`src/rtl/minisrc_pkg.sv`:
```
// rtl/minisrc_pkg.sv - Mini SRC control unit shared opcodes, class/step encodings and helpers
// Purpose: opcode constants, instruction-class enum and sequencer step encoding
//   shared by the op-class decoder and the control unit.
// Ports: none (package).
package minisrc_pkg;

  localparam logic [4:0] OP_LD   = 5'b00000;
  localparam logic [4:0] OP_LDI  = 5'b00001;
  localparam logic [4:0] OP_ST   = 5'b00010;
  localparam logic [4:0] OP_ADD  = 5'b00011;
  localparam logic [4:0] OP_SUB  = 5'b00100;
  localparam logic [4:0] OP_AND  = 5'b00101;
  localparam logic [4:0] OP_OR   = 5'b00110;
  localparam logic [4:0] OP_ROR  = 5'b00111;
  localparam logic [4:0] OP_ROL  = 5'b01000;
  localparam logic [4:0] OP_SHR  = 5'b01001;
  localparam logic [4:0] OP_SHRA = 5'b01010;
  localparam logic [4:0] OP_SHL  = 5'b01011;
  localparam logic [4:0] OP_ADDI = 5'b01100;
  localparam logic [4:0] OP_ANDI = 5'b01101;
  localparam logic [4:0] OP_ORI  = 5'b01110;
  localparam logic [4:0] OP_DIV  = 5'b01111;
  localparam logic [4:0] OP_MUL  = 5'b10000;
  localparam logic [4:0] OP_NEG  = 5'b10001;
  localparam logic [4:0] OP_NOT  = 5'b10010;
  localparam logic [4:0] OP_BR   = 5'b10011;
  localparam logic [4:0] OP_JR   = 5'b10100;
  localparam logic [4:0] OP_IN   = 5'b10110;
  localparam logic [4:0] OP_OUT  = 5'b10111;
  localparam logic [4:0] OP_MFHI = 5'b11000;
  localparam logic [4:0] OP_MFLO = 5'b11001;
  localparam logic [4:0] OP_NOP  = 5'b11010;
  localparam logic [4:0] OP_HALT = 5'b11011;

  typedef enum logic [3:0] {
    CLS_ALU_R, CLS_ALU_I, CLS_MULDIV, CLS_UNARY, CLS_LD, CLS_LDI, CLS_ST, CLS_BR,
    CLS_JR, CLS_IN, CLS_OUT, CLS_MFHI, CLS_MFLO, CLS_NOP, CLS_HALT, CLS_ILL
  } op_class_t;

  typedef enum logic [3:0] {
    S_RST, S_T0, S_T1, S_T2, S_T3, S_T4, S_T5, S_T6, S_T7, S_HALT
  } step_t;

  // Maps a step index 0..7 onto its Tn state.
  function automatic step_t t_of(logic [2:0] n);
    case (n)
      3'd0:    return S_T0;
      3'd1:    return S_T1;
      3'd2:    return S_T2;
      3'd3:    return S_T3;
      3'd4:    return S_T4;
      3'd5:    return S_T5;
      3'd6:    return S_T6;
      default: return S_T7;
    endcase
  endfunction

  function automatic step_t step_after(step_t s);
    case (s)
      S_T0:    return S_T1;
      S_T1:    return S_T2;
      S_T2:    return S_T3;
      S_T3:    return S_T4;
      S_T4:    return S_T5;
      S_T5:    return S_T6;
      S_T6:    return S_T7;
      default: return S_T0;
    endcase
  endfunction

  // Immediate forms reuse the ALU opcode of their register counterpart.
  function automatic logic [4:0] imm_alu_op(logic [4:0] op);
    case (op)
      OP_ADDI: return OP_ADD;
      OP_ANDI: return OP_AND;
      default: return OP_OR;
    endcase
  endfunction

endpackage

```
`src/rtl/minisrc_control_unit_if.sv`:
```
// rtl/minisrc_control_unit_if.sv - control bundle between sequencer and Mini SRC datapath
// Purpose: groups instruction/condition/stop inputs and every datapath strobe.
// Modports: master = control unit (drives strobes, reads IR_Data/CON_out/Stop);
//           slave  = datapath side (drives IR_Data/CON_out/Stop, reads strobes).
interface minisrc_control_unit_if;
  logic [31:0] IR_Data;
  logic        CON_out;
  logic        Stop;
  logic PC_in, IR_in, Y_in, Z_in, HI_in, LO_in, MAR_in, MDR_in, OutPort_in, IncPC;
  logic PC_out, Zhigh_out, Zlow_out, HI_out, LO_out, MDR_out, InPort_out, C_out;
  logic Read, Write;
  logic Gra, Grb, Grc, Rin, Rout, BAout;
  logic CON_in;
  logic [4:0] alu_op;
  logic Run;

  modport master (
    input  IR_Data, CON_out, Stop,
    output PC_in, IR_in, Y_in, Z_in, HI_in, LO_in, MAR_in, MDR_in, OutPort_in, IncPC,
    output PC_out, Zhigh_out, Zlow_out, HI_out, LO_out, MDR_out, InPort_out, C_out,
    output Read, Write, Gra, Grb, Grc, Rin, Rout, BAout, CON_in, alu_op, Run
  );

  modport slave (
    output IR_Data, CON_out, Stop,
    input  PC_in, IR_in, Y_in, Z_in, HI_in, LO_in, MAR_in, MDR_in, OutPort_in, IncPC,
    input  PC_out, Zhigh_out, Zlow_out, HI_out, LO_out, MDR_out, InPort_out, C_out,
    input  Read, Write, Gra, Grb, Grc, Rin, Rout, BAout, CON_in, alu_op, Run
  );
endinterface

```
`src/rtl/minisrc_op_class.sv`:
```
// rtl/minisrc_op_class.sv - opcode to instruction class and last execute step
// Purpose: combinational decode of IR opcode bits.
// Ports: opcode (in, 5) ; op_class (out, class enum) ; last_step (out, 3, index of final Tn).
module minisrc_op_class
  import minisrc_pkg::*;
(
  input  logic [4:0] opcode,
  output op_class_t  op_class,
  output logic [2:0] last_step
);

  always_comb begin
    op_class  = CLS_ILL;
    last_step = 3'd3;
    case (opcode)
      OP_ADD, OP_SUB, OP_AND, OP_OR, OP_ROR, OP_ROL, OP_SHR, OP_SHRA, OP_SHL: begin
        op_class = CLS_ALU_R; last_step = 3'd5;
      end
      OP_ADDI, OP_ANDI, OP_ORI: begin op_class = CLS_ALU_I;  last_step = 3'd5; end
      OP_MUL, OP_DIV:           begin op_class = CLS_MULDIV; last_step = 3'd6; end
      OP_NEG, OP_NOT:           begin op_class = CLS_UNARY;  last_step = 3'd4; end
      OP_LD:                    begin op_class = CLS_LD;     last_step = 3'd7; end
      OP_LDI:                   begin op_class = CLS_LDI;    last_step = 3'd5; end
      OP_ST:                    begin op_class = CLS_ST;     last_step = 3'd7; end
      OP_BR:                    begin op_class = CLS_BR;     last_step = 3'd6; end
      OP_JR:                    op_class = CLS_JR;
      OP_IN:                    op_class = CLS_IN;
      OP_OUT:                   op_class = CLS_OUT;
      OP_MFHI:                  op_class = CLS_MFHI;
      OP_MFLO:                  op_class = CLS_MFLO;
      OP_NOP:                   op_class = CLS_NOP;
      OP_HALT:                  op_class = CLS_HALT;
      default:                  op_class = CLS_ILL;
    endcase
  end

endmodule

```
`src/rtl/minisrc_control_unit.sv`:
```
// rtl/minisrc_control_unit.sv - hardwired Moore sequencer for the Mini SRC datapath
// Purpose: fetch T0-T2, per-class execute T3..T7, HALT on halt/Stop, sync reset via clr.
// Ports: clk (in) ; clr (in, sync active-low) ; bus (minisrc_control_unit_if.master):
//   IR_Data/CON_out/Stop in, all datapath strobes, alu_op and Run out.
module minisrc_control_unit
  import minisrc_pkg::*;
#(
  parameter logic [4:0] ALU_ADD         = 5'b00011,
  parameter bit         HALT_ON_ILLEGAL = 1'b0
) (
  input  logic                          clk,
  input  logic                          clr,
  minisrc_control_unit_if.master        bus
);

  step_t      state, state_next;
  op_class_t  cls;
  logic [2:0] last_step;
  logic [4:0] opcode;
  logic       at_last;
  logic       unused_ir;

  assign opcode = bus.IR_Data[31:27];
  // Register fields below the opcode are consumed by the datapath, not here.
  assign unused_ir = ^bus.IR_Data[26:0];

  minisrc_op_class u_op_class (
    .opcode    (opcode),
    .op_class  (cls),
    .last_step (last_step)
  );

  // last_step is never below 3, so fetch states can never match here.
  assign at_last = (state == t_of(last_step));

  always_ff @(posedge clk) begin
    if (!clr) state <= S_RST;
    else      state <= state_next;
  end

  always_comb begin
    state_next = state;
    case (state)
      S_RST:  state_next = S_T0;
      S_HALT: state_next = S_HALT;
      default: begin
        if (at_last) begin
          if (cls == CLS_HALT || (cls == CLS_ILL && HALT_ON_ILLEGAL) || bus.Stop)
            state_next = S_HALT;
          else
            state_next = S_T0;
        end else begin
          state_next = step_after(state);
        end
      end
    endcase
  end

  assign bus.Run = (state != S_RST) && (state != S_HALT);

  always_comb begin
    bus.PC_in = 1'b0;      bus.IR_in = 1'b0;     bus.Y_in = 1'b0;       bus.Z_in = 1'b0;
    bus.HI_in = 1'b0;      bus.LO_in = 1'b0;     bus.MAR_in = 1'b0;     bus.MDR_in = 1'b0;
    bus.OutPort_in = 1'b0; bus.IncPC = 1'b0;     bus.PC_out = 1'b0;     bus.Zhigh_out = 1'b0;
    bus.Zlow_out = 1'b0;   bus.HI_out = 1'b0;    bus.LO_out = 1'b0;     bus.MDR_out = 1'b0;
    bus.InPort_out = 1'b0; bus.C_out = 1'b0;     bus.Read = 1'b0;       bus.Write = 1'b0;
    bus.Gra = 1'b0;        bus.Grb = 1'b0;       bus.Grc = 1'b0;        bus.Rin = 1'b0;
    bus.Rout = 1'b0;       bus.BAout = 1'b0;     bus.CON_in = 1'b0;     bus.alu_op = 5'b00000;

    case (state)
      S_T0: begin bus.PC_out = 1'b1; bus.MAR_in = 1'b1; bus.IncPC = 1'b1; bus.Z_in = 1'b1; end
      S_T1: begin bus.Zlow_out = 1'b1; bus.PC_in = 1'b1; bus.Read = 1'b1; bus.MDR_in = 1'b1; end
      S_T2: begin bus.MDR_out = 1'b1; bus.IR_in = 1'b1; end
      S_RST, S_HALT: ;
      default: begin
        case (cls)
          CLS_ALU_R, CLS_ALU_I: begin
            case (state)
              S_T3: begin bus.Grb = 1'b1; bus.Rout = 1'b1; bus.Y_in = 1'b1; end
              S_T4: begin
                bus.Z_in = 1'b1;
                if (cls == CLS_ALU_I) begin
                  bus.C_out  = 1'b1;
                  bus.alu_op = imm_alu_op(opcode);
                end else begin
                  bus.Grc    = 1'b1;
                  bus.Rout   = 1'b1;
                  bus.alu_op = opcode;
                end
              end
              S_T5: begin bus.Zlow_out = 1'b1; bus.Gra = 1'b1; bus.Rin = 1'b1; end
              default: ;
            endcase
          end
          CLS_MULDIV: begin
            case (state)
              S_T3: begin bus.Gra = 1'b1; bus.Rout = 1'b1; bus.Y_in = 1'b1; end
              S_T4: begin bus.Grb = 1'b1; bus.Rout = 1'b1; bus.Z_in = 1'b1; bus.alu_op = opcode; end
              S_T5: begin bus.Zlow_out = 1'b1; bus.LO_in = 1'b1; end
              S_T6: begin bus.Zhigh_out = 1'b1; bus.HI_in = 1'b1; end
              default: ;
            endcase
          end
          CLS_UNARY: begin
            case (state)
              S_T3: begin bus.Grb = 1'b1; bus.Rout = 1'b1; bus.Z_in = 1'b1; bus.alu_op = opcode; end
              S_T4: begin bus.Zlow_out = 1'b1; bus.Gra = 1'b1; bus.Rin = 1'b1; end
              default: ;
            endcase
          end
          CLS_LD, CLS_LDI, CLS_ST: begin
            // Effective address = base (or 0 when R0) + C, formed in T3..T5.
            case (state)
              S_T3: begin bus.Grb = 1'b1; bus.BAout = 1'b1; bus.Y_in = 1'b1; end
              S_T4: begin bus.C_out = 1'b1; bus.Z_in = 1'b1; bus.alu_op = ALU_ADD; end
              S_T5: begin
                bus.Zlow_out = 1'b1;
                if (cls == CLS_LDI) begin bus.Gra = 1'b1; bus.Rin = 1'b1; end
                else                bus.MAR_in = 1'b1;
              end
              S_T6: begin
                bus.MDR_in = 1'b1;
                if (cls == CLS_ST) begin bus.Gra = 1'b1; bus.Rout = 1'b1; end
                else               bus.Read = 1'b1;
              end
              S_T7: begin
                if (cls == CLS_ST) bus.Write = 1'b1;
                else begin bus.MDR_out = 1'b1; bus.Gra = 1'b1; bus.Rin = 1'b1; end
              end
              default: ;
            endcase
          end
          CLS_BR: begin
            case (state)
              S_T3: begin bus.Gra = 1'b1; bus.Rout = 1'b1; bus.CON_in = 1'b1; end
              S_T4: begin bus.PC_out = 1'b1; bus.Y_in = 1'b1; end
              S_T5: begin bus.C_out = 1'b1; bus.Z_in = 1'b1; bus.alu_op = ALU_ADD; end
              // T6 always spends a cycle; the PC only loads when the branch is taken.
              S_T6: begin bus.Zlow_out = bus.CON_out; bus.PC_in = bus.CON_out; end
              default: ;
            endcase
          end
          CLS_JR:   if (state == S_T3) begin bus.Gra = 1'b1; bus.Rout = 1'b1; bus.PC_in = 1'b1; end
          CLS_IN:   if (state == S_T3) begin bus.InPort_out = 1'b1; bus.Gra = 1'b1; bus.Rin = 1'b1; end
          CLS_OUT:  if (state == S_T3) begin bus.Gra = 1'b1; bus.Rout = 1'b1; bus.OutPort_in = 1'b1; end
          CLS_MFHI: if (state == S_T3) begin bus.HI_out = 1'b1; bus.Gra = 1'b1; bus.Rin = 1'b1; end
          CLS_MFLO: if (state == S_T3) begin bus.LO_out = 1'b1; bus.Gra = 1'b1; bus.Rin = 1'b1; end
          default: ;
        endcase
      end
    endcase
  end

endmodule

```
`src/flat_wrapper.sv`:
```
// flat-port wrapper written by rule: the top's interface ports become plain ports
module minisrc_control_unit_flat import minisrc_pkg::*;
#(
  parameter logic [4:0] ALU_ADD         = 5'b00011,
  parameter bit         HALT_ON_ILLEGAL = 1'b0
)
  (clk, clr, bus_IR_Data, bus_CON_out, bus_Stop, bus_PC_in, bus_IR_in, bus_Y_in, bus_Z_in, bus_HI_in, bus_LO_in, bus_MAR_in, bus_MDR_in, bus_OutPort_in, bus_IncPC, bus_PC_out, bus_Zhigh_out, bus_Zlow_out, bus_HI_out, bus_LO_out, bus_MDR_out, bus_InPort_out, bus_C_out, bus_Read, bus_Write, bus_Gra, bus_Grb, bus_Grc, bus_Rin, bus_Rout, bus_BAout, bus_CON_in, bus_alu_op, bus_Run);
  minisrc_control_unit_if bus_i ();
  input  logic clk;
  input  logic clr;
  input wire logic [$bits(bus_i.IR_Data)-1:0] bus_IR_Data;
  input wire logic [$bits(bus_i.CON_out)-1:0] bus_CON_out;
  input wire logic [$bits(bus_i.Stop)-1:0] bus_Stop;
  output wire logic [$bits(bus_i.PC_in)-1:0] bus_PC_in;
  output wire logic [$bits(bus_i.IR_in)-1:0] bus_IR_in;
  output wire logic [$bits(bus_i.Y_in)-1:0] bus_Y_in;
  output wire logic [$bits(bus_i.Z_in)-1:0] bus_Z_in;
  output wire logic [$bits(bus_i.HI_in)-1:0] bus_HI_in;
  output wire logic [$bits(bus_i.LO_in)-1:0] bus_LO_in;
  output wire logic [$bits(bus_i.MAR_in)-1:0] bus_MAR_in;
  output wire logic [$bits(bus_i.MDR_in)-1:0] bus_MDR_in;
  output wire logic [$bits(bus_i.OutPort_in)-1:0] bus_OutPort_in;
  output wire logic [$bits(bus_i.IncPC)-1:0] bus_IncPC;
  output wire logic [$bits(bus_i.PC_out)-1:0] bus_PC_out;
  output wire logic [$bits(bus_i.Zhigh_out)-1:0] bus_Zhigh_out;
  output wire logic [$bits(bus_i.Zlow_out)-1:0] bus_Zlow_out;
  output wire logic [$bits(bus_i.HI_out)-1:0] bus_HI_out;
  output wire logic [$bits(bus_i.LO_out)-1:0] bus_LO_out;
  output wire logic [$bits(bus_i.MDR_out)-1:0] bus_MDR_out;
  output wire logic [$bits(bus_i.InPort_out)-1:0] bus_InPort_out;
  output wire logic [$bits(bus_i.C_out)-1:0] bus_C_out;
  output wire logic [$bits(bus_i.Read)-1:0] bus_Read;
  output wire logic [$bits(bus_i.Write)-1:0] bus_Write;
  output wire logic [$bits(bus_i.Gra)-1:0] bus_Gra;
  output wire logic [$bits(bus_i.Grb)-1:0] bus_Grb;
  output wire logic [$bits(bus_i.Grc)-1:0] bus_Grc;
  output wire logic [$bits(bus_i.Rin)-1:0] bus_Rin;
  output wire logic [$bits(bus_i.Rout)-1:0] bus_Rout;
  output wire logic [$bits(bus_i.BAout)-1:0] bus_BAout;
  output wire logic [$bits(bus_i.CON_in)-1:0] bus_CON_in;
  output wire logic [$bits(bus_i.alu_op)-1:0] bus_alu_op;
  output wire logic [$bits(bus_i.Run)-1:0] bus_Run;
  assign bus_i.IR_Data = bus_IR_Data;
  assign bus_i.CON_out = bus_CON_out;
  assign bus_i.Stop = bus_Stop;
  assign bus_PC_in = bus_i.PC_in;
  assign bus_IR_in = bus_i.IR_in;
  assign bus_Y_in = bus_i.Y_in;
  assign bus_Z_in = bus_i.Z_in;
  assign bus_HI_in = bus_i.HI_in;
  assign bus_LO_in = bus_i.LO_in;
  assign bus_MAR_in = bus_i.MAR_in;
  assign bus_MDR_in = bus_i.MDR_in;
  assign bus_OutPort_in = bus_i.OutPort_in;
  assign bus_IncPC = bus_i.IncPC;
  assign bus_PC_out = bus_i.PC_out;
  assign bus_Zhigh_out = bus_i.Zhigh_out;
  assign bus_Zlow_out = bus_i.Zlow_out;
  assign bus_HI_out = bus_i.HI_out;
  assign bus_LO_out = bus_i.LO_out;
  assign bus_MDR_out = bus_i.MDR_out;
  assign bus_InPort_out = bus_i.InPort_out;
  assign bus_C_out = bus_i.C_out;
  assign bus_Read = bus_i.Read;
  assign bus_Write = bus_i.Write;
  assign bus_Gra = bus_i.Gra;
  assign bus_Grb = bus_i.Grb;
  assign bus_Grc = bus_i.Grc;
  assign bus_Rin = bus_i.Rin;
  assign bus_Rout = bus_i.Rout;
  assign bus_BAout = bus_i.BAout;
  assign bus_CON_in = bus_i.CON_in;
  assign bus_alu_op = bus_i.alu_op;
  assign bus_Run = bus_i.Run;
  minisrc_control_unit #(.ALU_ADD(ALU_ADD), .HALT_ON_ILLEGAL(HALT_ON_ILLEGAL)) u_core (.clk(clk), .clr(clr), .bus(bus_i));
endmodule
```
`config.mk`:
```
export PLATFORM = sky130hd
export DESIGN_NAME = minisrc_control_unit_flat
export DESIGN_NICKNAME = d
export VERILOG_FILES = /design/src/rtl/minisrc_pkg.sv /design/src/rtl/minisrc_control_unit_if.sv /design/src/rtl/minisrc_op_class.sv /design/src/rtl/minisrc_control_unit.sv /design/src/flat_wrapper.sv
export SDC_FILE = /design/constraint.sdc
export NUM_CORES = 1
export LEC_CHECK = 0
export ABC_AREA = 0
export CAP_MARGIN = 15
export CELL_PAD_IN_SITES_DETAIL_PLACEMENT = 1
export CELL_PAD_IN_SITES_GLOBAL_PLACEMENT = 1
export CORE_MARGIN = 1
export CORE_UTILIZATION = 22
export DETAILED_ROUTE_END_ITERATION = 6
export HOLD_SLACK_MARGIN = 0.12
export PLACE_DENSITY = 0.82
export RECOVER_POWER = 25
export SLEW_MARGIN = 20
export SYNTH_ARGS = -nofsm -noshare
export SYNTH_HDL_FRONTEND = slang
export SYNTH_SLANG_ARGS = --single-unit
```
`constraint.sdc`:
```
create_clock -name clk -period 3.1 [get_ports clk]
set_clock_uncertainty 0.1 [all_clocks]
set_input_delay 0.93 -clock clk [delete_from_list [all_inputs] [get_ports clk]]
set_output_delay 0.93 -clock clk [all_outputs]
set_load 0.01 [all_outputs]
```
==> results.md, run 1 <==
* Status: complete, but fails checks
* Failing checks: negative setup slack
* Largest net degree at the start of global routing at 14
* Worst-Skew Late Latency at 0.22 ns
* Worst path required time at 2.07 ns
* Via count at 1888
* WHS Path Cells at 2
* Reg2reg path depth at 5
* ANT nets after route at 0
* CP arrival at 2.24 ns
* CP Class: in2out
* Main flop type after synthesis: dfxtp_1
* First-pass GRT wire length at 9340 um
* Most flop-heavy register: u_core.state
* Avg Synthesized Cell Area at 6.35 um^2
* Clock-pin slew on the worst setup and hold paths at 0.03 ns
* Synth Register Bits at 4
* Critical path startpoint category: primary input
* Slew Limit Headroom at 49.6%
* Gr ovfl total at 0
* Starting density of the core at 23.6%
* Initial antenna violation count at 0
* Worst hold margin at 0.509 ns
* Core Region at 4850 um^2
* Top Registers: u_core.state: 4 flops
* Register area share after synthesis at 7.01%
* Post-DP HPWL at 4440 um
* Final WL at 6830 um
* PwrDens at 203 nW/um^2
* Netlist cell types at 52
* Post-Synthesis Cells at 180
* I/O pin total at 69
* Leading cell type in the layout, fill and taps excluded: buf_4
* Total power at 0.464 mW
* Max reg flops at 4
* Port bufs at 41
* Period minus WS final at 3.27 ns
* Final setup TNS at -1.14 ns
* Critical Path Fanout Max at 7
* DR pass1 iterations at 4
* CTS Sinks at 4
* HP Start: u_core.state[0]$_SDFF_PN0_
* Hold crit path type: reg2reg
* Pre-CTS setup slack at -1.13 ns
* Reg-to-Reg Start: u_core.state[2]$_SDFF_PN0_
* Residual DRC at 0
* Finish-stage setup viols at 13
* Tcrit/Tclk final at 106%
* Nets@finish at 314
* Worst r2r dst: u_core.state[3]$_SDFF_PN0_
* CTS Hold Buffers Added at 0
* Total CTS buffers at 3
* Via density per instance at 5.50
* Synth-to-layout area growth at 100%
* Routability congestion estimate at 0.903
* Leakage at 1.01 nW
* Root Driver: clkbuf_8
* Clk buf depth at 2
* Vias in the first global route at 1883
* Fillers at 622
* CTS tree: yes
* Die ar. at 5480 um^2
* Post-layout util at 47.2%
* Fmax at 0.306 GHz
* CP startpoint: bus_IR_Data[31]
* Final Hold Viols at 0
* Share of layout cells above drive strength 1 at 54.0%
* Least-Margin Pin Slew at 0.749 ns
* R2R Setup Slk at 1.29 ns
* Most frequent cells in the layout: 63 x buf_4, 21 x buf_2, 15 x nor2_1
* CTS H-tree depth at 1
* Final slew viol count at 0
* Yosys warnings at 0
* # Max-Cap Violations at 0
* # diodes at 0
* Synth Net Count at 216
* Die Wd at 74.1 um
* # rows at 25
* Peak VDD IR at 0.166 mV
* Setup ws final at -0.171 ns
* Synthesized cell area at 1140 um^2
* Post-synth EDFFs at 0
* Routed length per instance at 19.9 um
* Worst Setup End Kind: output port
* Tot GR Track Use at 22.3%
* Asr flop ratio synth at 0%
* Die height at 74.1 um
* Unrepaired setup endpoints after global routing: yes
* WHS Endpoint: u_core.state[3]$_SDFF_PN0_
* 1st-iter DRT viols at 146
==> layout make-up <==
cell class / count / area [um^2] / area share (%)
clock buffer: 3 / 41.3 / 1.81
inverter: 5 / 23.8 / 1.04
multi-input combinational: 150 / 1140 / 49.7
sequential: 4 / 80.1 / 3.50
tap: 67 / 83.8 / 3.67
timing repair buffer: 114 / 922 / 40.3
==> layer usage <==
metal / global-route usage, % / wire length [um] / vias to the layer above
met2: 41.0 / 3530 / 79
met5: 0 / 0 / -
met1: 25.4 / 2660 / 928
met3: 2.44 / 283 / 31
li1: - / - / 850
met4: 11.3 / 357 / 0
==> cell usage after synthesis, drive strengths merged, types with 2 or more instances <==
cell type,instances,area share [%]
nor2,24,7.9
nand2,14,4.6
clkbuf,12,3.9
a21oi,11,5.8
nor3,11,5.3
o21ai,10,4.4
buf,9,5.1
nand2b,8,4.4
inv,5,1.6
nor2b,5,2.7
o22ai,5,2.7
a211oi,4,3.1
a31oi,4,2.2
dfxtp,4,7.0
nor4,4,4.1
or3,4,2.2
xor2,4,3.1
a22oi,3,2.0
and2,3,1.6
nand4,3,1.6
o31ai,3,2.0
a32o,2,1.8
mux2i,2,1.8
nand3,2,0.88
nand3b,2,1.3
nor3b,2,1.3
o211ai,2,1.3
o32ai,2,1.5
or2,2,1.1
==> power breakdown <==
group | switching (mW) | internal [mW]
clock network | 0.0307 | 0.0831
registers | 0.00502 | 0.0552
logic | 0.153 | 0.137
total | 0.189 | 0.275
==> kinds of logic (layout without fill, tap and decap cells) <==
logic type | count (synthesis) | count (layout) | share of synthesized area [%]
compound gates | 56 | 56 | 35.4
buf+inv | 26 | 122 | 10.7
flops | 4 | 4 | 7.01
simple gates | 86 | 86 | 40.3
xor+xnor | 5 | 5 | 3.83
mux | 3 | 3 | 2.74
==> worst max-delay path by stage <==
stage,end,cells past startpoint,slack [ns]
2_1_floorplan,bus_Gra,7,-0.04
3_3_place_gp,bus_Rout,7,-1.04
3_5_place_dp,bus_Rin,8,-1.13
4_1_cts,bus_Gra,7,-0.1
5_1_grt,bus_Gra,7,-0.20
6_report,bus_Gra,9,-0.17
==> per-stage QoR <==
stage	cells	instance area (um^2)
after CTS	333	2170
final	343	2290
after global routing	343	2290
after floorplan	180	1170
after global placement	323	1980
after detailed placement	323	1980
==> repair_timing <==
action | CTS | global route
gates resized for setup | 161 | 45
cloned | 0 | 0
pin swaps | 14 | 14
setup buffers | 7 | 11
setup endpoints to repair | 30 | 23
==> worst max-delay path, stage by stage <==
cell     delay, ns
buf_12        0.11
buf_12        0.13
nor2b_4       0.16
nand4_1       0.22
buf_4         0.21
o32ai_2       0.10
nand4_1       0.13
nand4_1       0.10
buf_2         0.13
Power figures use the tool's default switching activity.
==> run 2, diff against run 1 <==
- clock period: 3.1 -> 3 ns (I/O delays scaled with it)
==> run 2 against run 1 <==
The run still ends with negative setup slack left; non-clock buffer count fell by 4; worst hold slack improved by 0.016 ns; sequential share of layout area barely moved; first-iteration DRC count fell by 46%; via count fell by 7.4%; clock-buffer cell count did not move; routed wire length fell by 9.0%; sequential power rose by 2%; critical path type unchanged.
==> results.md, run 2 (synthesized netlist as in run 1, its figures left out) <==
* Status: complete, but fails checks (unchanged)
* Failing checks: negative setup slack (unchanged)
* CTS Sinks at 4 (unchanged)
* Worst path required time at 2.00 ns (was 2.07 ns)
* Unrepaired setup endpoints after global routing: yes (unchanged)
* Critical path startpoint category: primary input (unchanged)
* Setup ws final at -0.195 ns (was -0.171 ns)
* CTS Hold Buffers Added at 0 (unchanged)
* CP arrival at 2.20 ns (was 2.24 ns)
* Period minus WS final at 3.20 ns
* Share of layout cells above drive strength 1 at 55.5% (was 54.0%)
* Initial antenna violation count at 0 (unchanged)
* WHS Endpoint: u_core.state[1]$_SDFF_PN0_ (was u_core.state[3]$_SDFF_PN0_)
* First-pass GRT wire length at 9280 um (was 9340 um)
* Routed length per instance at 18.3 um (was 19.9 um)
* R2R Setup Slk at 1.31 ns (was 1.29 ns)
* Most frequent cells in the layout: 56 x buf_4, 23 x buf_2, 14 x nor2_1 (was 63 x buf_4, 21 x buf_2, 15 x nor2_1)
* Starting density of the core at 23.6% (unchanged)
* PwrDens at 209 nW/um^2 (was 203 nW/um^2)
* # diodes at 0 (unchanged)
* Largest net degree at the start of global routing at 14 (unchanged)
* Worst Setup End Kind: output port (unchanged)
* Leakage at 0.966 nW (was 1.01 nW)
* Final setup TNS at -1.32 ns (was -1.14 ns)
* Routability congestion estimate at 0.906 (was 0.903)
* Hold crit path type: reg2reg (unchanged)
* Tot GR Track Use at 22.1% (was 22.3%)
* I/O pin total at 69 (unchanged)
* Peak VDD IR at 0.215 mV (was 0.166 mV)
* # Max-Cap Violations at 0 (unchanged)
* Critical-path cell list: buf_8 > or3b_4 > mux2i_2 > a21oi_2 > o32a_1 > o21ai_2 > buf_2 (was buf_12 > buf_12 > nor2b_4 > nand4_1 > buf_4 > o32ai_2 > nand4_1 > nand4_1 > buf_2)
* Critical Path Fanout Max at 5 (was 7)
* Top Registers: u_core.state: 4 flops (unchanged)
* Finish-stage setup viols at 12 (was 13)
* Max reg flops at 4 (unchanged)
* Pre-CTS setup slack at -1.11 ns (was -1.13 ns)
* Worst-Skew Late Latency at 0.22 ns (about the same)
* ANT nets after route at 0 (unchanged)
* Total CTS buffers at 3 (unchanged)
* Clock-pin slew on the worst setup and hold paths at 0.03 ns (about the same)
* Post-DP HPWL at 4210 um (was 4440 um)
* Via density per instance at 5.16 (was 5.50)
* WHS Path Cells at 2 (unchanged)
* Leading cell type in the layout, fill and taps excluded: buf_4 (unchanged)
* # rows at 25 (unchanged)
* Fmax at 0.313 GHz
* Slowest-stage cell, CP: or3b_4 (was nand4_1)
* HP Start: u_core.state[3]$_SDFF_PN0_ (was u_core.state[0]$_SDFF_PN0_)
* Core Region at 4850 um^2 (unchanged)
* CTS H-tree depth at 1 (unchanged)
* Gr ovfl total at 0 (unchanged)
* Reg-to-Reg Start: u_core.state[1]$_SDFF_PN0_ (was u_core.state[2]$_SDFF_PN0_)
* CP bufs+invs at 2 (was 4)
* Delay-heaviest family, CP: compound AO/OA/AOI/OAI gates (was simple AND/OR/NAND/NOR gates)
* Reg2reg path depth at 4 (was 5)
* CTS tree: yes (unchanged)
* DR pass1 iterations at 4 (unchanged)
* Nets@finish at 310 (was 314)
* Die height at 74.1 um (unchanged)
* Synth-to-layout area growth at 98.1% (was 100%)
* Die ar. at 5480 um^2 (unchanged)
* CP Class: in2out (unchanged)
* Tcrit/Tclk final at 107%
* Worst hold margin at 0.525 ns (was 0.509 ns)
* Die Wd at 74.1 um (unchanged)
* Most flop-heavy register: u_core.state (unchanged)
* Least-Margin Pin Slew at 0.645 ns (was 0.749 ns)
* Final WL at 6220 um (was 6830 um)
* Final slew viol count at 0 (unchanged)
* Root Driver: clkbuf_8 (unchanged)
* Worst r2r dst: u_core.state[1]$_SDFF_PN0_ (was u_core.state[3]$_SDFF_PN0_)
* 1st-iter DRT viols at 79 (was 146)
* Final Hold Viols at 0 (unchanged)
* Port bufs at 41 (unchanged)
* Vias in the first global route at 1838 (was 1883)
* Residual DRC at 0 (unchanged)
* Slew Limit Headroom at 56.6% (was 49.6%)
* Total power at 0.474 mW (was 0.464 mW)
* Worst stage delay on the critical path at 0.41 ns (was 0.22 ns)
* Clk buf depth at 2 (unchanged)
* Via count at 1749 (was 1888)
==> run 2: how the worst max path moves through the flow <==
stage / start / to / slack (ns) / cells after the start
floorplan: bus_IR_Data[31] / bus_Gra / -0.08 / 7
global placement: bus_IR_Data[31] / bus_Rout / -1.08 / 7
detailed placement: bus_IR_Data[31] / bus_Rout / -1.11 / 7
CTS: bus_IR_Data[27] / bus_alu_op[1] / -0.15 / 9
global route: bus_IR_Data[31] / bus_Rout / -0.24 / 9
finish: bus_IR_Data[28] / bus_alu_op[0] / -0.20 / 7
==> run 2: power by group <==
part           switching [mW]  internal, mW  total [mW]  leakage [nW]
clock network          0.0266        0.0854       0.112        0.0216
registers             0.00459        0.0571      0.0617        0.0328
logic                   0.158         0.142       0.300         0.912
total                   0.189         0.285       0.474         0.966
==> run 2: per-layer routing <==
metal	part of all wire, %	track usage [%]	up-vias	routed length (um)
met5	0	0	-	0
met4	2.7	7.91	0	165
met3	2.6	1.22	14	163
met2	53	40.9	48	3300
met1	42	26.7	848	2580
li1	-	-	839	-
==> run 2: tightest hold or removal path, delay by kind of cell, from the launching register on <==
family | cells | cell delay [ns]
AO/OA/AOI/OAI | 1 | 0.05
flip-flops | 1 | 0.33
buffers and inverters | 1 | 0.19
==> run 2: metrics by stage <==
| step | instance area [um^2] | util (%) | instances |
|---|---|---|---|
| 6_report | 2260 | 46.7 | 339 |
| 5_1_grt | 2260 | 46.7 | 339 |
| 4_1_cts | 2180 | 45.1 | 333 |
| 3_5_place_dp | 1960 | 40.4 | 319 |
| 3_3_place_gp | 1960 | 40.4 | 319 |
| 2_1_floorplan | 1170 | - | 180 |
==> run 2: layout make-up <==
type                       count  area (um^2)
clock buffer                   3         41.3
timing repair buffer         110          883
fill                         624         2580
sequential                     4         80.1
tap                           67         83.8
inverter                       5         27.5
multi-input combinational    150         1150
==> run 2: what timing repair did <==
| item | CTS | global route |
|---|---|---|
| pin swaps | 29 | 15 |
| buffers inserted | 12 | 7 |
| resized for setup | 180 | 31 |
| endpoints found under the setup margin | 30 | 23 |
==> run 3, diff against run 2 <==
- CORE_ASPECT_RATIO: unset -> 1.2
==> run 3 against run 2 <==
The run still ends with negative setup slack left; clock power is 4% higher; final area up 2.2%; sequential cell count did not move; die area barely moved.
==> results.md, run 3 (synthesized netlist as in run 1, its figures left out) <==
* First-pass GRT wire length at 8960 um (was 9280 um)
* Post-layout util at 46.5% (was 46.7%)
* Worst r2r dst: u_core.state[3]$_SDFF_PN0_ (was u_core.state[1]$_SDFF_PN0_)
* Via count at 1788 (was 1749)
* Residual DRC at 0 (unchanged)
* Routability congestion estimate at 0.928 (was 0.906)
* Most flop-heavy register: u_core.state (unchanged)
* # diodes at 0 (unchanged)
* CTS H-tree depth at 1 (unchanged)
* Routed length per instance at 19.0 um (was 18.3 um)
* Fmax at 0.310 GHz (was 0.313 GHz)
* Worst path required time at 2.00 ns (about the same)
* Leakage at 1.00 nW (was 0.966 nW)
* Final slew viol count at 0 (unchanged)
* Via density per instance at 5.35 (was 5.16)
* CTS Hold Buffers Added at 0 (unchanged)
* Setup ws final at -0.221 ns (was -0.195 ns)
* 1st-iter DRT viols at 78 (was 79)
* WHS Endpoint: u_core.state[1]$_SDFF_PN0_ (unchanged)
* Area after DPL at 1950 um^2 (was 1960 um^2)
* Post-DP HPWL at 4190 um (was 4210 um)
* Final Hold Viols at 0 (unchanged)
* Unrepaired setup endpoints after global routing: yes (unchanged)
* Final setup TNS at -1.61 ns (was -1.32 ns)
* CTS Sinks at 4 (unchanged)
* I/O pin total at 69 (unchanged)
* Worst hold margin at 0.489 ns (was 0.525 ns)
* Tcrit/Tclk final at 107% (about the same)
* Die Wd at 67.8 um (was 74.1 um)
* Worst stage delay on the critical path at 0.21 ns (was 0.41 ns)
* Core Region at 4970 um^2 (was 4850 um^2)
* CP Class: in2out (unchanged)
* Gr ovfl total at 0 (unchanged)
* Total power at 0.475 mW (was 0.474 mW)
* Status: complete, but fails checks (unchanged)
* CTS tree: yes (unchanged)
* CP arrival at 2.22 ns (was 2.20 ns)
* Least-Margin Pin Slew at 0.660 ns (was 0.645 ns)
* HP Start: u_core.state[3]$_SDFF_PN0_ (unchanged)
* Port bufs at 41 (unchanged)
* Design Area, Final at 2310 um^2 (was 2260 um^2)
* Clk buf depth at 2 (unchanged)
* Nets@finish at 312 (was 310)
* Die ar. at 5490 um^2 (was 5480 um^2)
* PwrDens at 205 nW/um^2 (was 209 nW/um^2)
* Finish-stage setup viols at 17 (was 12)
* Peak VDD IR at 0.210 mV (was 0.215 mV)
* Die height at 80.9 um (was 74.1 um)
* Slew Limit Headroom at 55.6% (was 56.6%)
* Failing checks: negative setup slack (unchanged)
* CP most frequent cell: nand4_1
* ANT nets after route at 0 (unchanged)
* Critical-path cell list: buf_6 > buf_4 > inv_1 > nand4_1 > buf_4 > o32ai_4 > nand4_1 > nand4_1 > buf_2 (was buf_8 > or3b_4 > mux2i_2 > a21oi_2 > o32a_1 > o21ai_2 > buf_2)
* Most frequent cells in the layout: 57 x buf_4, 20 x buf_2, 17 x buf_6 (was 56 x buf_4, 23 x buf_2, 14 x nor2_1)
* Slowest-stage cell, CP: nand4_1 (was or3b_4)
* Initial antenna violation count at 0 (unchanged)
* Share of layout cells above drive strength 1 at 57.7% (was 55.5%)
* Total CTS buffers at 3 (unchanged)
* Vias in the first global route at 1861 (was 1838)
* Period minus WS final at 3.22 ns (was 3.20 ns)
* Tot GR Track Use at 21.6% (was 22.1%)
* Final WL at 6330 um (was 6220 um)
* Clock-pin slew on the worst setup and hold paths at 0.03 ns (about the same)
* Hold crit path type: reg2reg (unchanged)
* Starting density of the core at 23.0% (was 23.6%)
* Worst Setup End Kind: output port (unchanged)
* DR pass1 iterations at 4 (unchanged)
* # Max-Cap Violations at 0 (unchanged)
* Root Driver: clkbuf_8 (unchanged)
* WHS Path Cells at 2 (unchanged)
* Worst-Skew Late Latency at 0.22 ns (about the same)
* Largest net degree at the start of global routing at 14 (unchanged)
* Leading cell type in the layout, fill and taps excluded: buf_4 (unchanged)
* Critical path startpoint category: primary input (unchanged)
* Reg2reg path depth at 6 (was 4)
* Critical Path Fanout Max at 8 (was 5)
* R2R Setup Slk at 1.25 ns (was 1.31 ns)
* Reg-to-Reg Start: u_core.state[2]$_SDFF_PN0_ (was u_core.state[1]$_SDFF_PN0_)
* Max reg flops at 4 (unchanged)
* # rows at 28 (was 25)
* Synth-to-layout area growth at 103% (was 98.1%)
* Top Registers: u_core.state: 4 flops (unchanged)
run 3: cell count changes in the layout (fill, tap and decap cells not counted), moves of 2 or more:
cell	change
a21oi_2	+2
buf_2	-3
buf_6	+4
buf_8	-2
inv_1	+2
inv_4	-2
o22ai_2	+2
run 3: what timing repair did:
item	CTS	global route
pin swaps	17	18
setup buffers	13	7
endpoints found under the hold margin	0	0
gates resized for setup	169	57
endpoints found under the setup margin	31	27
run 3: where the power goes:
part | internal [mW] | switching [mW] | leakage [nW] | total, mW
logic | 0.141 | 0.155 | 0.948 | 0.295
registers | 0.0574 | 0.00579 | 0.0332 | 0.0632
clock network | 0.0858 | 0.0307 | 0.0216 | 0.116
run 3: worst max path at each step:
stage	from	to	slack, ns	cells after the start
6_report	bus_IR_Data[30]	bus_Gra	-0.22	9
5_1_grt	bus_IR_Data[30]	bus_Gra	-0.28	9
2_1_floorplan	bus_IR_Data[31]	bus_Gra	-0.08	7
4_1_cts	bus_IR_Data[27]	bus_alu_op[0]	-0.14	7
3_5_place_dp	bus_IR_Data[27]	bus_alu_op[1]	-1.12	8
3_3_place_gp	bus_IR_Data[27]	bus_alu_op[1]	-1.10	8
run 3: cell type report:
class | instances | area (um^2)
flip-flops and latches | 4 | 81.3
inverters | 5 | 18.8
well taps | 60 | 75.1
repair buffers | 112 | 916
fillers | 611 | 2660
multi-input cells | 150 | 1180
clock buffers | 3 | 41.3
run 3: per-stage QoR:
stage | setup WS [ns] | instances
CTS | -0.142 | 327
floorplan | -0.0775 | 180
global placement | -1.10 | 313
finish | -0.221 | 334
global route | -0.276 | 334
detailed placement | -1.12 | 313
run 3: per-layer routing:
metal	track usage (%)	routed length, um	vias up	part of all wire [%]
met4	13.8	324	0	5.1
met5	0	0	-	0
li1	-	-	848	-
met3	0.983	211	20	3.3
met2	39.2	3340	53	53
met1	24.0	2460	867	39
run 3: critical path: cells and delay by family:
kind                   cells  cell delay (ns)
AOI/OAI and AO/OA          1             0.09
buffers and inverters      5             0.78
and+or+nand+nor            3             0.45
